## src/rtl/issuer_if.sv

```systemverilog
// Host/Control-facing signal bundle for instr_issuer: the host and the Control
// block drive the master side, the issuer drives the slave side.
interface issuer_if #(
  parameter int ADDR_W  = 4,
  parameter int INSTR_W = 16,
  parameter int CNT_W   = 8
);
  logic               run;
  logic               abort;
  logic [ADDR_W-1:0]  base_addr;
  logic [ADDR_W-1:0]  last_addr;
  logic               load_en;
  logic [ADDR_W-1:0]  load_addr;
  logic [INSTR_W-1:0] load_data;
  logic               ready;
  logic               wen;
  logic               start;
  logic [INSTR_W-1:0] instr;
  logic [ADDR_W-1:0]  pc;
  logic               busy;
  logic               done;
  logic               error;
  logic [CNT_W-1:0]   retired;

  modport master (
    output run, abort, base_addr, last_addr, load_en, load_addr, load_data, ready, wen,
    input  start, instr, pc, busy, done, error, retired
  );

  modport slave (
    input  run, abort, base_addr, last_addr, load_en, load_addr, load_data, ready, wen,
    output start, instr, pc, busy, done, error, retired
  );
endinterface

```

## src/rtl/instr_issuer.sv

```systemverilog
// Issue-side sequencer: steps a small program memory through the Control block's
// Start/Ready/Wen handshake, counting retirements and guarding write-back with a watchdog.
module instr_issuer #(
  parameter int ADDR_W  = 4,
  parameter int INSTR_W = 16,
  parameter int TIMEOUT = 15,
  parameter int CNT_W   = 8
) (
  input  logic     clk,
  input  logic     rst_n,
  issuer_if.slave  bus
);
  localparam int         WD_W    = $clog2(TIMEOUT + 1);
  localparam logic [3:0] OP_HALT = 4'hF;

  typedef enum logic [1:0] {IDLE, ISSUE, WAIT_WB, DONE} state_t;

  state_t             state;
  logic [INSTR_W-1:0] mem [2**ADDR_W];
  logic [WD_W-1:0]    wdog;
  logic [ADDR_W-1:0]  pc;
  logic [ADDR_W-1:0]  pc_next;
  logic [INSTR_W-1:0] instr;
  logic [CNT_W-1:0]   retired;
  logic               start;
  logic               busy;
  logic               done;
  logic               error;
  logic               loadable;

  assign loadable = (state == IDLE) || (state == DONE);
  assign pc_next  = pc + 1'b1;

  assign bus.start   = start;
  assign bus.instr   = instr;
  assign bus.pc      = pc;
  assign bus.busy    = busy;
  assign bus.done    = done;
  assign bus.error   = error;
  assign bus.retired = retired;

  // NOTE: the program memory has no reset; its contents are undefined until loaded,
  // which keeps it a plain RAM with a single write port.
  always_ff @(posedge clk) begin
    if (bus.load_en && loadable) mem[bus.load_addr] <= bus.load_data;
  end

  // NOTE: all state updates are non-blocking, so a Run that coincides with a load
  // to base_addr reads the word that was in memory before the edge.
  always_ff @(posedge clk or negedge rst_n) begin
    if (!rst_n) begin
      state   <= IDLE;
      start   <= 1'b0;
      busy    <= 1'b0;
      done    <= 1'b0;
      error   <= 1'b0;
      pc      <= '0;
      instr   <= '0;
      retired <= '0;
      wdog    <= '0;
    end else if (bus.abort) begin
      // Abort leaves pc/retired/error visible for post-mortem.
      state <= IDLE;
      start <= 1'b0;
      busy  <= 1'b0;
      done  <= 1'b0;
    end else begin
      start <= 1'b0;
      unique case (state)
        IDLE, DONE: begin
          if (bus.run) begin
            pc      <= bus.base_addr;
            instr   <= mem[bus.base_addr];
            retired <= '0;
            error   <= 1'b0;
            done    <= 1'b0;
            busy    <= 1'b1;
            state   <= ISSUE;
          end
        end
        ISSUE: begin
          if (instr[INSTR_W-1 -: 4] == OP_HALT) begin
            busy  <= 1'b0;
            done  <= 1'b1;
            state <= DONE;
          end else if (bus.ready) begin
            start <= 1'b1;
            wdog  <= '0;
            state <= WAIT_WB;
          end
        end
        WAIT_WB: begin
          wdog <= wdog + 1'b1;
          if (bus.wen) begin
            if (retired != '1) retired <= retired + 1'b1;
            if (pc == bus.last_addr) begin
              busy  <= 1'b0;
              done  <= 1'b1;
              state <= DONE;
            end else begin
              pc    <= pc_next;
              instr <= mem[pc_next];
              state <= ISSUE;
            end
          end else if (wdog == WD_W'(TIMEOUT - 1)) begin
            // Error becomes visible exactly TIMEOUT cycles after the Start pulse.
            error <= 1'b1;
            busy  <= 1'b0;
            done  <= 1'b1;
            state <= DONE;
          end
        end
        default: state <= IDLE;
      endcase
    end
  end
endmodule

```

## src/flat_wrapper.sv

```systemverilog
// flat-port wrapper written by rule: the top's interface ports become plain ports
module instr_issuer_flat 
#(
  parameter int ADDR_W  = 4,
  parameter int INSTR_W = 16,
  parameter int TIMEOUT = 15,
  parameter int CNT_W   = 8
)
  (clk, rst_n, bus_run, bus_abort, bus_base_addr, bus_last_addr, bus_load_en, bus_load_addr, bus_load_data, bus_ready, bus_wen, bus_start, bus_instr, bus_pc, bus_busy, bus_done, bus_error, bus_retired);
  issuer_if #(.ADDR_W(ADDR_W), .INSTR_W(INSTR_W), .CNT_W(CNT_W)) bus_i ();
  input  logic clk;
  input  logic rst_n;
  input wire logic [$bits(bus_i.run)-1:0] bus_run;
  input wire logic [$bits(bus_i.abort)-1:0] bus_abort;
  input wire logic [$bits(bus_i.base_addr)-1:0] bus_base_addr;
  input wire logic [$bits(bus_i.last_addr)-1:0] bus_last_addr;
  input wire logic [$bits(bus_i.load_en)-1:0] bus_load_en;
  input wire logic [$bits(bus_i.load_addr)-1:0] bus_load_addr;
  input wire logic [$bits(bus_i.load_data)-1:0] bus_load_data;
  input wire logic [$bits(bus_i.ready)-1:0] bus_ready;
  input wire logic [$bits(bus_i.wen)-1:0] bus_wen;
  output wire logic [$bits(bus_i.start)-1:0] bus_start;
  output wire logic [$bits(bus_i.instr)-1:0] bus_instr;
  output wire logic [$bits(bus_i.pc)-1:0] bus_pc;
  output wire logic [$bits(bus_i.busy)-1:0] bus_busy;
  output wire logic [$bits(bus_i.done)-1:0] bus_done;
  output wire logic [$bits(bus_i.error)-1:0] bus_error;
  output wire logic [$bits(bus_i.retired)-1:0] bus_retired;
  assign bus_i.run = bus_run;
  assign bus_i.abort = bus_abort;
  assign bus_i.base_addr = bus_base_addr;
  assign bus_i.last_addr = bus_last_addr;
  assign bus_i.load_en = bus_load_en;
  assign bus_i.load_addr = bus_load_addr;
  assign bus_i.load_data = bus_load_data;
  assign bus_i.ready = bus_ready;
  assign bus_i.wen = bus_wen;
  assign bus_start = bus_i.start;
  assign bus_instr = bus_i.instr;
  assign bus_pc = bus_i.pc;
  assign bus_busy = bus_i.busy;
  assign bus_done = bus_i.done;
  assign bus_error = bus_i.error;
  assign bus_retired = bus_i.retired;
  instr_issuer #(.ADDR_W(ADDR_W), .INSTR_W(INSTR_W), .TIMEOUT(TIMEOUT), .CNT_W(CNT_W)) u_core (.clk(clk), .rst_n(rst_n), .bus(bus_i));
endmodule
```

## config.mk

```make
export PLATFORM = sky130hd
export DESIGN_NAME = instr_issuer_flat
export DESIGN_NICKNAME = d
export VERILOG_FILES = /design/src/rtl/issuer_if.sv /design/src/rtl/instr_issuer.sv /design/src/flat_wrapper.sv
export SDC_FILE = /design/constraint.sdc
export NUM_CORES = 1
export LEC_CHECK = 0
export BUFFER_PORTS_ARGS = -buffer_cell sky130_fd_sc_hd__buf_2
export CAP_MARGIN = 30
export CORE_UTILIZATION = 55
export DETAILED_ROUTE_END_ITERATION = 8
export PLACE_DENSITY_LB_ADDON = 0.08
export REMOVE_ABC_BUFFERS = 1
export SYNTH_ARGS = -nofsm -noshare
export SYNTH_HDL_FRONTEND = slang
export SYNTH_SLANG_ARGS = --single-unit
export TNS_END_PERCENT = 50
```

## constraint.sdc

```tcl
create_clock -name clk -period 7.4 [get_ports clk]
set_clock_uncertainty 0.05 [all_clocks]
set_input_delay 0 -clock clk [delete_from_list [all_inputs] [get_ports clk]]
set_output_delay 0 -clock clk [all_outputs]
set_load 0.02 [all_outputs]
```

== After elaboration in Yosys (flattened, before gate mapping) ==
Memories as Yosys holds them, arrays and structs flattened.
Index checks and enable logic that the tools add are counted.
Storage, ports and cells
  register bits after elaboration: 38
  output and inout bits: 32
  word-level logic and storage cells: 91
  bits of input ports: 35
  memories kept: 1
  memory bits (writable): 256
Cells by class
  bitwise gates (word level): 1
  eq/ne operators: 20
  $add $sub $neg: 3
  mux-type cells: 45
  reduce and logical (&&, ||, !) cells: 12
Memory list
  u_core.mem: depth 16, bits a word 16, read ports 2, clocked after memory_dff 0, write ports 1, RTL line instr_issuer.sv:19  | logic [INSTR_W-1:0] mem [2**ADDR_W];
Operator list (number)
  16-bit 2-to-1 mux: 3
  16-bit case mux with 2 select lines: 1
  8-bit 2-to-1 mux: 3
  4-bit 2-to-1 mux: 5
  1-bit 2-to-1 mux: 19
  4-bit case mux with 2 select lines: 2
  8-bit case mux with 2 select lines: 1
  5-bit AND reduction: 3
  2-bit 2-to-1 mux: 7
  2-bit inequality test (second input constant): 6
  4-bit by 3-bit inequality test with 1-bit output (second input constant): 3
  4-bit by 1-bit adder with 4-bit output (second input constant): 2
  8-bit by 1-bit adder with 8-bit output (second input constant): 1
  4-bit equality test (second input constant): 2
  8-bit inequality test (second input constant): 1
  4-bit AND reduction: 2
  1-bit case mux with 3 select lines: 2
  2-bit case mux with 3 select lines: 1
  2-bit equality test (second input constant): 2
  4-bit equality test: 1
  2-bit by 1-bit inequality test with 1-bit output (second input constant): 2
  2-bit nonzero test: 2
  3-bit by 2-bit inequality test with 1-bit output (second input constant): 1
  3-bit inequality test (second input constant): 1
  8 further kinds: 8

== Longest topological paths before layout ==
Gate-level depths: netlist of run 1.
  depth in word-level cells: 5
  mapped depth: 10
  depth with buffers taken out: 7

== Worst setup path after synthesis of run 1 ==
Ideal clock, no wire load.
  path kind: register -> register
  start point: register u_core.state[0]
  end point: memory u_core.mem[0][0] (enable)
  data arrival time: 2.317 ns
  required time: 6.941 ns
  clock period less this slack: 2.776 ns
  cell stages (with the launch flop): 6
  buffers on the path: 0
  setup time: 0.409 ns
  setup slack: 4.624 ns
  cell sequence: dfrtp_1 -> inv_1 -> ha_1 -> nand2_1 -> or3_1 -> nor3_1
On the way
  word-level cells in the longest chain between the ends: 5
  elaborated cells between the ends (all ways): 6
  classes of those cells: eq/ne (1); mux (2); reduce/logical (3)
RTL lines
  from (decl): RTL line instr_issuer.sv:18  | state_t state;
  from (signal assigned): RTL line instr_issuer.sv:52  | state <= IDLE;
  from (signal assigned): RTL line instr_issuer.sv:63  | state <= IDLE;
  from (signal assigned): RTL line instr_issuer.sv:78  | state <= ISSUE;
  2-bit equality test / 2-bit logical NOT (equally long branches): RTL line instr_issuer.sv:31  | assign loadable = (state == IDLE) || (state == DONE);
  1-bit logical OR (*): RTL line instr_issuer.sv:31
  1-bit logical AND (*): RTL line instr_issuer.sv:45  | if (bus.load_en && loadable) mem[bus.load_addr] <= bus.load_data;
  1-bit 2-to-1 mux (*): RTL line instr_issuer.sv:45
  1-bit 2-to-1 mux (not written as such) (*): RTL line instr_issuer.sv:45
  to (decl): RTL line instr_issuer.sv:19
Every way passes the cells marked *; elsewhere a longest branch is shown, timed or not.

== Worst setup path after layout of run 1 ==
  start point: register u_core.pc[0] (netlist: u_core.bus.pc[0])
  end point: register u_core.instr[0] (netlist: u_core.bus.instr[0])
On the way
  word-level cells in the longest chain between the ends: 5
  elaborated cells between the ends (all ways): 8
  classes of those cells: add/sub (1); eq/ne (2); mux (3); reduce/logical (1); memory (1)
RTL lines
  from (decl): RTL line instr_issuer.sv:21  | logic [ADDR_W-1:0] pc;
  from (signal assigned): RTL line instr_issuer.sv:72  | pc <= bus.base_addr;
  from (signal assigned): RTL line instr_issuer.sv:101  | pc <= pc_next;
  4-bit by 1-bit adder with 4-bit output: RTL line instr_issuer.sv:32  | assign pc_next = pc + 1'b1;
  memory 16 x 16 bit
  16-bit 2-to-1 mux: RTL line instr_issuer.sv:96  | if (pc == bus.last_addr) begin
  16-bit 2-to-1 mux: RTL line instr_issuer.sv:94  | if (bus.wen) begin
  16-bit case mux with 2 select lines: RTL line instr_issuer.sv:69  | unique case (state)
  to (signal assigned): RTL line instr_issuer.sv:73  | instr <= mem[bus.base_addr];
  to (signal assigned): RTL line instr_issuer.sv:102  | instr <= mem[pc_next];
  to (decl): RTL line instr_issuer.sv:23  | logic [INSTR_W-1:0] instr;
Parallel ways exist; a longest one is shown, timed or not. The select of a mux whose other input is x is not followed.
A chain may end at the register's enable or synchronous reset.

==> reports/summary.txt, run 1 <==
RSZ-0062 raised after global routing: false
Synth Area in Compound Gates: 0.05600
Slew Limit Fails: 0
Placed inst area: 14,500 um^2
Pwr Density: 326.3 nW/um^2
Synth Area in XOR/XNOR: 0.008341
Pin count of the biggest net entering global routing: 66
Post-synth EDFFs: 256
Initial antenna violation count: 0
Minimum clock period: 2.909 ns
Reg area: 8642 um^2
Drt pass-1 iters: 5
Die height: 159.5 um
Crit start category: flop
Crit. End Element: flop
Worst-path clk slew: 0.06 ns
Vias: 8,640
Gate Count Post-Synth: 827
Worst R2R Path Depth: 5
Reg-to-reg slack, setup: 4.49 ns
Die ar.: 25,450 um^2
Final Hold Viols: 0
Avg Cell Area, Syn: 16.51 um^2
Synth Area in Adders: 0.005500
Initial core utilization: 0.5613
Post-DP HPWL: 20,010 um
Routability cong.: 0.8411
Crit path DAT: 3.29 ns
Root buf cell: clkbuf_16
CTS Buffer Depth: 3
Layout cell share with drive strength beyond 1: 0.2965
H-tree depth: 1
Post-Synth Simple-Gate Area: 0.06654
Fmax: 343.8 MHz
Clk_lat worst skew: 0.55 ns
Multi-input logic area: 4813 um^2
Synth warnings: 0
Placeable core area: 24,320 um^2
# diodes: 0
Setup tns final: 0 ns
RR Endpoint: u_core.bus.instr[0]$_DFFE_PN0P_
Wire length per cell: 27.68 um
Antenna Nets Post-Route: 0
CP Max Fanout: 38
DRC Markers: 0
Top-count cell post-synth: edfxtp_1
Max_slew headroom: 0.3258
Setup violations, final: 0
Die X: 159.5 um
Reg2Reg Launch Point: u_core.bus.pc[0]$_DFFE_PN0P_
DP Cell Count: 1,187
P_leak: 0.005405 uW
Cell accounting for the most synthesized area: edfxtp_1
Final #Nets: 968
CP Data Required Time: 7.78 ns
Main flop type after synthesis: edfxtp_1
Worst-Margin Slew: 1.004 ns
Hold depth: 4
Final Cell Area: 15,860 um^2
Fin Hold WS: 0.03965 ns
Drt total wl: 35,290 um
Hold_sp: bus_load_addr[2]
First-pass GRT wire length: 53,140 um
Post-synth top area share: 0.5632
Synth cell count leaders: 256 x edfxtp_1, 112 x mux4_2, 85 x nand2_1, 39 x nand3_1, 38 x dfrtp_1
Cell Area, Synth: 13,650 um^2
Mux share of post-synthesis cell area: 0.2097
IO buf count: 66
Async SR Flop Fraction: 0.1293
Hold EP: u_core.mem[9][15]$_DFFE_PP_
Fin cells: 1,275
Max_cap viols: 0
CTS buffer count: 30
Drt initial violations: 972
Status: complete, no violations
Area grow syn2layout: 16.21%
Vias in the first global route: 8,953
Largest family of logic cells by synthesized area: multiplexers
Seq/Total Area, Yosys: 0.6328
Total gr overflow: 0
Seq cells post-synth: 294
Post-CTS Setup Bufs: 0
FP Rows: 57
Peak supply drop: 0.3423 mV
# IOs: 67
Final period util: 0.3931
Number of fill cells: 1,665
Ranking of synthesized cells by area: edfxtp_1 56%, mux4_2 18%, dfrtp_1 7.0%
CTS tree: built
HP Class: input port to flop
Post-synth cell types: 47
Clock tree sinks: 294
Vias per Instance: 6.776
Crit path kind: flop to flop
Global Route Usage Sum: 0.2840
## layer usage
layer,vias up,track usage,part of all wire
li1,3577,-,-
met1,4454,0.3757,0.38
met2,514,0.4760,0.50
met3,95,0.04350,0.082
met4,0,0.1145,0.035
met5,-,0,0
## registers in the layout, indices dropped and copies added (netlist names)
register            count
u_core.bus.pc           4
u_core.bus.instr       16
u_core.bus.busy         1
u_core.bus.done         1
u_core.bus.start        1
u_core.wdog             4
u_core.bus.error        1
u_core.mem            256
u_core.state            2
u_core.bus.retired      8
## cells by family (layout without fill, tap and decap cells)
| group | count (synthesis) | count (layout) |
|---|---|---|
| flops | 294 | 294 |
| mux | 146 | 146 |
| fa+ha+maj | 6 | 6 |
| xor+xnor | 13 | 13 |
| buf+inv | 66 | 190 |
| simple gates | 193 | 193 |
| compound gates | 109 | 109 |
## critical path, cell delays in order (launching register included)
cell and delay, ns:
dfrtp_4 0.87, buf_4 0.75, mux4_2 0.60, nand2_1 0.09
nand3_1 0.09, a32o_1 0.30
## cell usage in the layout, fill, tap and decap left out, drive strengths merged, types with 17 or more instances in the layout
| cell | n |
|---|---|
| clkbuf | 39 |
| nor2 | 26 |
| edfxtp | 256 |
| nand3 | 39 |
| o22ai | 17 |
| mux4 | 112 |
| buf | 96 |
| nand2 | 85 |
| dlygate4sd3 | 31 |
| mux2i | 34 |
| dfrtp | 38 |
| a21oi | 19 |
## what timing repair did
| item | CTS | global route |
|---|---|---|
| setup endpoints to repair | 0 | 0 |
| endpoints found under the hold margin | 328 | 0 |
| resized for setup | 0 | 0 |
| hold buffers | 31 | 0 |
## cell type report
class	instances	area share
inverters	7	0.001656
multi-input cells	467	0.3034
flip-flops and latches	294	0.5448
repair buffers	127	0.05979
clock buffers	39	0.05269
well taps	324	0.02556
clock inverters	17	0.01207
## worst max path at each step
stage | from | end | cells after the start
after floorplan | u_core.bus.pc[0]$_DFFE_PN0P_ | u_core.bus.instr[0]$_DFFE_PN0P_ | 5
after global placement | u_core.bus.pc[0]$_DFFE_PN0P_ | u_core.bus.instr[9]$_DFFE_PN0P_ | 6
after detailed placement | u_core.bus.pc[0]$_DFFE_PN0P_ | u_core.bus.instr[0]$_DFFE_PN0P_ | 6
after CTS | u_core.bus.pc[0]$_DFFE_PN0P_ | u_core.bus.instr[0]$_DFFE_PN0P_ | 6
after global routing | u_core.bus.pc[0]$_DFFE_PN0P_ | u_core.bus.instr[0]$_DFFE_PN0P_ | 5
final | u_core.bus.pc[0]$_DFFE_PN0P_ | u_core.bus.instr[0]$_DFFE_PN0P_ | 5
## stage by stage
step | worst slack [ns] | utilization | power, uW
2_1_floorplan | 1.982 | - | 3153
3_3_place_gp | 4.363 | 0.5921 | 3576
3_5_place_dp | 4.328 | 0.5961 | 3623
4_1_cts | 4.326 | 0.6511 | 5173
5_1_grt | 4.299 | 0.6523 | 5389
6_report | 4.491 | 0.6523 | 5176
## power breakdown
part	leakage [uW]	switching, uW	internal, uW	total (uW)
clock network	0.000495	611	933	1540
logic	0.00211	889	713	1600
registers	0.00281	126	1900	2030
No activity file was read; power rests on OpenSTA's default activity.
==> run 2: changes to the inputs <==
Clock period 7.4 ns to 2.4 ns, I/O delays scaled along.
==> reports/summary.txt, run 2 (synthesis results as in run 1) <==
Peak supply drop: 0.7493 mV (was 0.3423 mV)
Reg-to-reg slack, setup: 0.08 ns (was 4.49 ns)
Global Route Usage Sum: 0.2887 (was 0.2840)
RR Endpoint: u_core.bus.instr[5]$_DFFE_PN0P_ (was u_core.bus.instr[0]$_DFFE_PN0P_)
CP Data Required Time: 2.86 ns (was 7.78 ns)
Wl on met1: 14,260 um (was 13,490 um)
Largest register FFs: 256 (unchanged)
# diodes: 0 (unchanged)
CTS Buffer Depth: 3 (unchanged)
Vias in the first global route: 8,987 (was 8,953)
Slew Limit Fails: 0 (unchanged)
HP Class: input port to flop (unchanged)
Final period util: 0.9678 (was 0.3931)
H-tree depth: 1 (unchanged)
Biggest cell delay along the critical path: 0.54 ns (was 0.87 ns)
Top reg by flops: u_core.mem (unchanged)
DRC Markers: 0 (unchanged)
Routability cong.: 0.8166 (was 0.8411)
CTS buffer count: 31 (was 30)
Clock tree sinks: 294 (unchanged)
Worst path bufs/invs: 2 (was 1)
Drt total wl: 36,330 um (was 35,290 um)
Biggest registers after layout: u_core.mem (256), u_core.bus.instr (16), u_core.bus.retired (8) (unchanged)
Wire length per cell: 27.80 um (was 27.68 um)
Final Hold Viols: 0 (unchanged)
Vias per Instance: 6.668 (was 6.776)
Pin count of the biggest net entering global routing: 42 (was 66)
Clk_lat worst skew: 0.58 ns (was 0.55 ns)
Worst-path clk slew: 0.06 ns (about the same)
Vias: 8,715 (was 8,640)
Worst R2R Path Depth: 8 (was 5)
FP Rows: 57 (unchanged)
Drt pass-1 iters: 5 (unchanged)
Hold EP: u_core.bus.pc[1]$_DFFE_PN0P_ (was u_core.mem[9][15]$_DFFE_PP_)
Status: complete, no violations (unchanged)
CP Max Fanout: 9 (was 38)
Commonest cells after routing, fill and taps aside: 256 x edfxtp_1, 112 x mux4_2, 85 x nand2_1 (unchanged)
Placeable core area: 24,320 um^2 (unchanged)
Die X: 159.5 um (unchanged)
Commonest non-fill, non-tap cell in the layout: edfxtp_1 (unchanged)
Reg2Reg Launch Point: u_core.state[0]$_DFFE_PN0P_ (was u_core.bus.pc[0]$_DFFE_PN0P_)
Setup violations, final: 0 (unchanged)
Pwr Density: 1008 nW/um^2 (was 326.3 nW/um^2)
Max_cap viols: 0 (unchanged)
Initial antenna violation count: 0 (unchanged)
RSZ-0062 raised after global routing: false (unchanged)
P_leak: 0.005636 uW (was 0.005405 uW)
Crit start category: flop (unchanged)
Initial core utilization: 0.5613 (unchanged)
Max_slew headroom: 0.6183 (was 0.3258)
Drt initial violations: 1,022 (was 972)
# IOs: 67 (unchanged)
Area grow syn2layout: 19.47% (was 16.21%)
Die height: 159.5 um (unchanged)
Die ar.: 25,450 um^2 (unchanged)
Hold_sp: bus_base_addr[1] (was bus_load_addr[2])
Hold depth: 4 (unchanged)
Root buf cell: clkbuf_16 (unchanged)
Worst-path cell chain: inv_1, ha_4, nor2b_4, or4_4, o21bai_4, buf_12, a21oi_1, a32o_1 (was buf_4, mux4_2, nand2_1, nand3_1, a32o_1)
CP delay by family, top: simple AND/OR/NAND/NOR gates (was flip-flops)
Fmax: 430.5 MHz (was 343.8 MHz)
Critical path's slowest cell: or4_4 (was dfrtp_4)
Post-DP HPWL: 21,680 um (was 20,010 um)
Minimum clock period: 2.323 ns (was 2.909 ns)
Layout cell share with drive strength beyond 1: 0.3255 (was 0.2965)
Total gr overflow: 0 (unchanged)
Crit. End Element: flop (unchanged)
Antenna Nets Post-Route: 0 (unchanged)
CTS tree: built (unchanged)
First-pass GRT wire length: 54,240 um (was 53,140 um)
Total Power: 16,450 uW (was 5176 uW)
Crit path kind: flop to flop (unchanged)
Crit path DAT: 2.79 ns (was 3.29 ns)
WL met2: 18,070 um (was 17,670 um)
Worst-Margin Slew: 0.5708 ns (was 1.004 ns)
Metal3 WL: 2840 um (was 2904 um)
IO buf count: 66 (unchanged)
Fin util: 0.6706 (was 0.6523)
Top Metal Used: met4 (unchanged)
Final #Nets: 999 (was 968)
==> run 2: changes by cell type in the layout (fill, tap and decap cells not counted), moves of 2 or more <==
cell,previous run,this run
buf_4,25,42
buf_12,2,18
clkbuf_1,5,2
buf_16,2,0
buf_8,2,0
clkbuf_16,31,33
clkinv_2,6,8
clkinv_4,0,2
nor2_2,10,12
nor2_4,2,0
==> run 2: what timing repair did <==
item,in CTS,in global routing
setup endpoints to repair,0,20
gates resized for setup,0,2
hold buffers,30,0
buffers inserted,0,1
endpoints found under the hold margin,351,0
==> run 2: power breakdown <==
part           internal [uW]  switching (uW)
clock network           2900            2030
registers               5870             257
logic                   2410            2970
==> run 2: stage by stage <==
stage | area [um^2] | hold slack, ns | instances | setup WS, ns | TNS [ns]
3_3_place_gp | 14870 | -0.07374 | 1216 | 0.1401 | 0
5_1_grt | 16310 | 0.07609 | 1307 | 0.01996 | 0
4_1_cts | 16230 | 0.001550 | 1304 | 0.01857 | 0
6_report | 16310 | 0.04015 | 1307 | 0.07736 | 0
3_5_place_dp | 14870 | -0.07000 | 1216 | 0.02329 | 0
2_1_floorplan | 13390 | -0.3456 | 768 | -3.018 | -76.76
==> run 2: worst register-to-register path, delay by kind of cell, from the launching register on <==
| kind | cells | cell delay (ns) |
|---|---|---|
| and+or+nand+nor | 2 | 0.68 |
| AOI/OAI and AO/OA | 3 | 0.64 |
| DFF | 1 | 0.39 |
| buffers and inverters | 2 | 0.30 |
| adders and majority gates | 1 | 0.22 |
==> run 2: cell type report <==
type,count,area [um^2]
Sequential cell,294,8642
Tap cell,324,405.4
Clock buffer,36,824.5
Timing Repair Buffer,157,1351
Clock inverter,22,239.0
Multi-Input combinational cell,467,4820
Fill cell,1642,8011
Inverter,7,26.28
==> run 2: routing by layer <==
metal  GRT usage  vias up
li1            -     3646
met1      0.3836     4543
met2      0.4919      446
met3     0.05288       80
met4     0.08086        0
met5           0        -
==> run 2: worst max path at each step <==
stage	startpoint	slack, ns	to	cells after the start
2_1_floorplan	u_core.bus.pc[0]$_DFFE_PN0P_	-3.02	u_core.bus.instr[0]$_DFFE_PN0P_	5
3_3_place_gp	u_core.state[0]$_DFFE_PN0P_	0.14	u_core.bus.instr[11]$_DFFE_PN0P_	8
3_5_place_dp	u_core.state[0]$_DFFE_PN0P_	0.02	u_core.bus.instr[1]$_DFFE_PN0P_	8
4_1_cts	u_core.state[0]$_DFFE_PN0P_	0.02	u_core.bus.instr[8]$_DFFE_PN0P_	8
5_1_grt	u_core.state[0]$_DFFE_PN0P_	0.02	u_core.bus.instr[6]$_DFFE_PN0P_	8
6_report	u_core.state[0]$_DFFE_PN0P_	0.08	u_core.bus.instr[5]$_DFFE_PN0P_	8
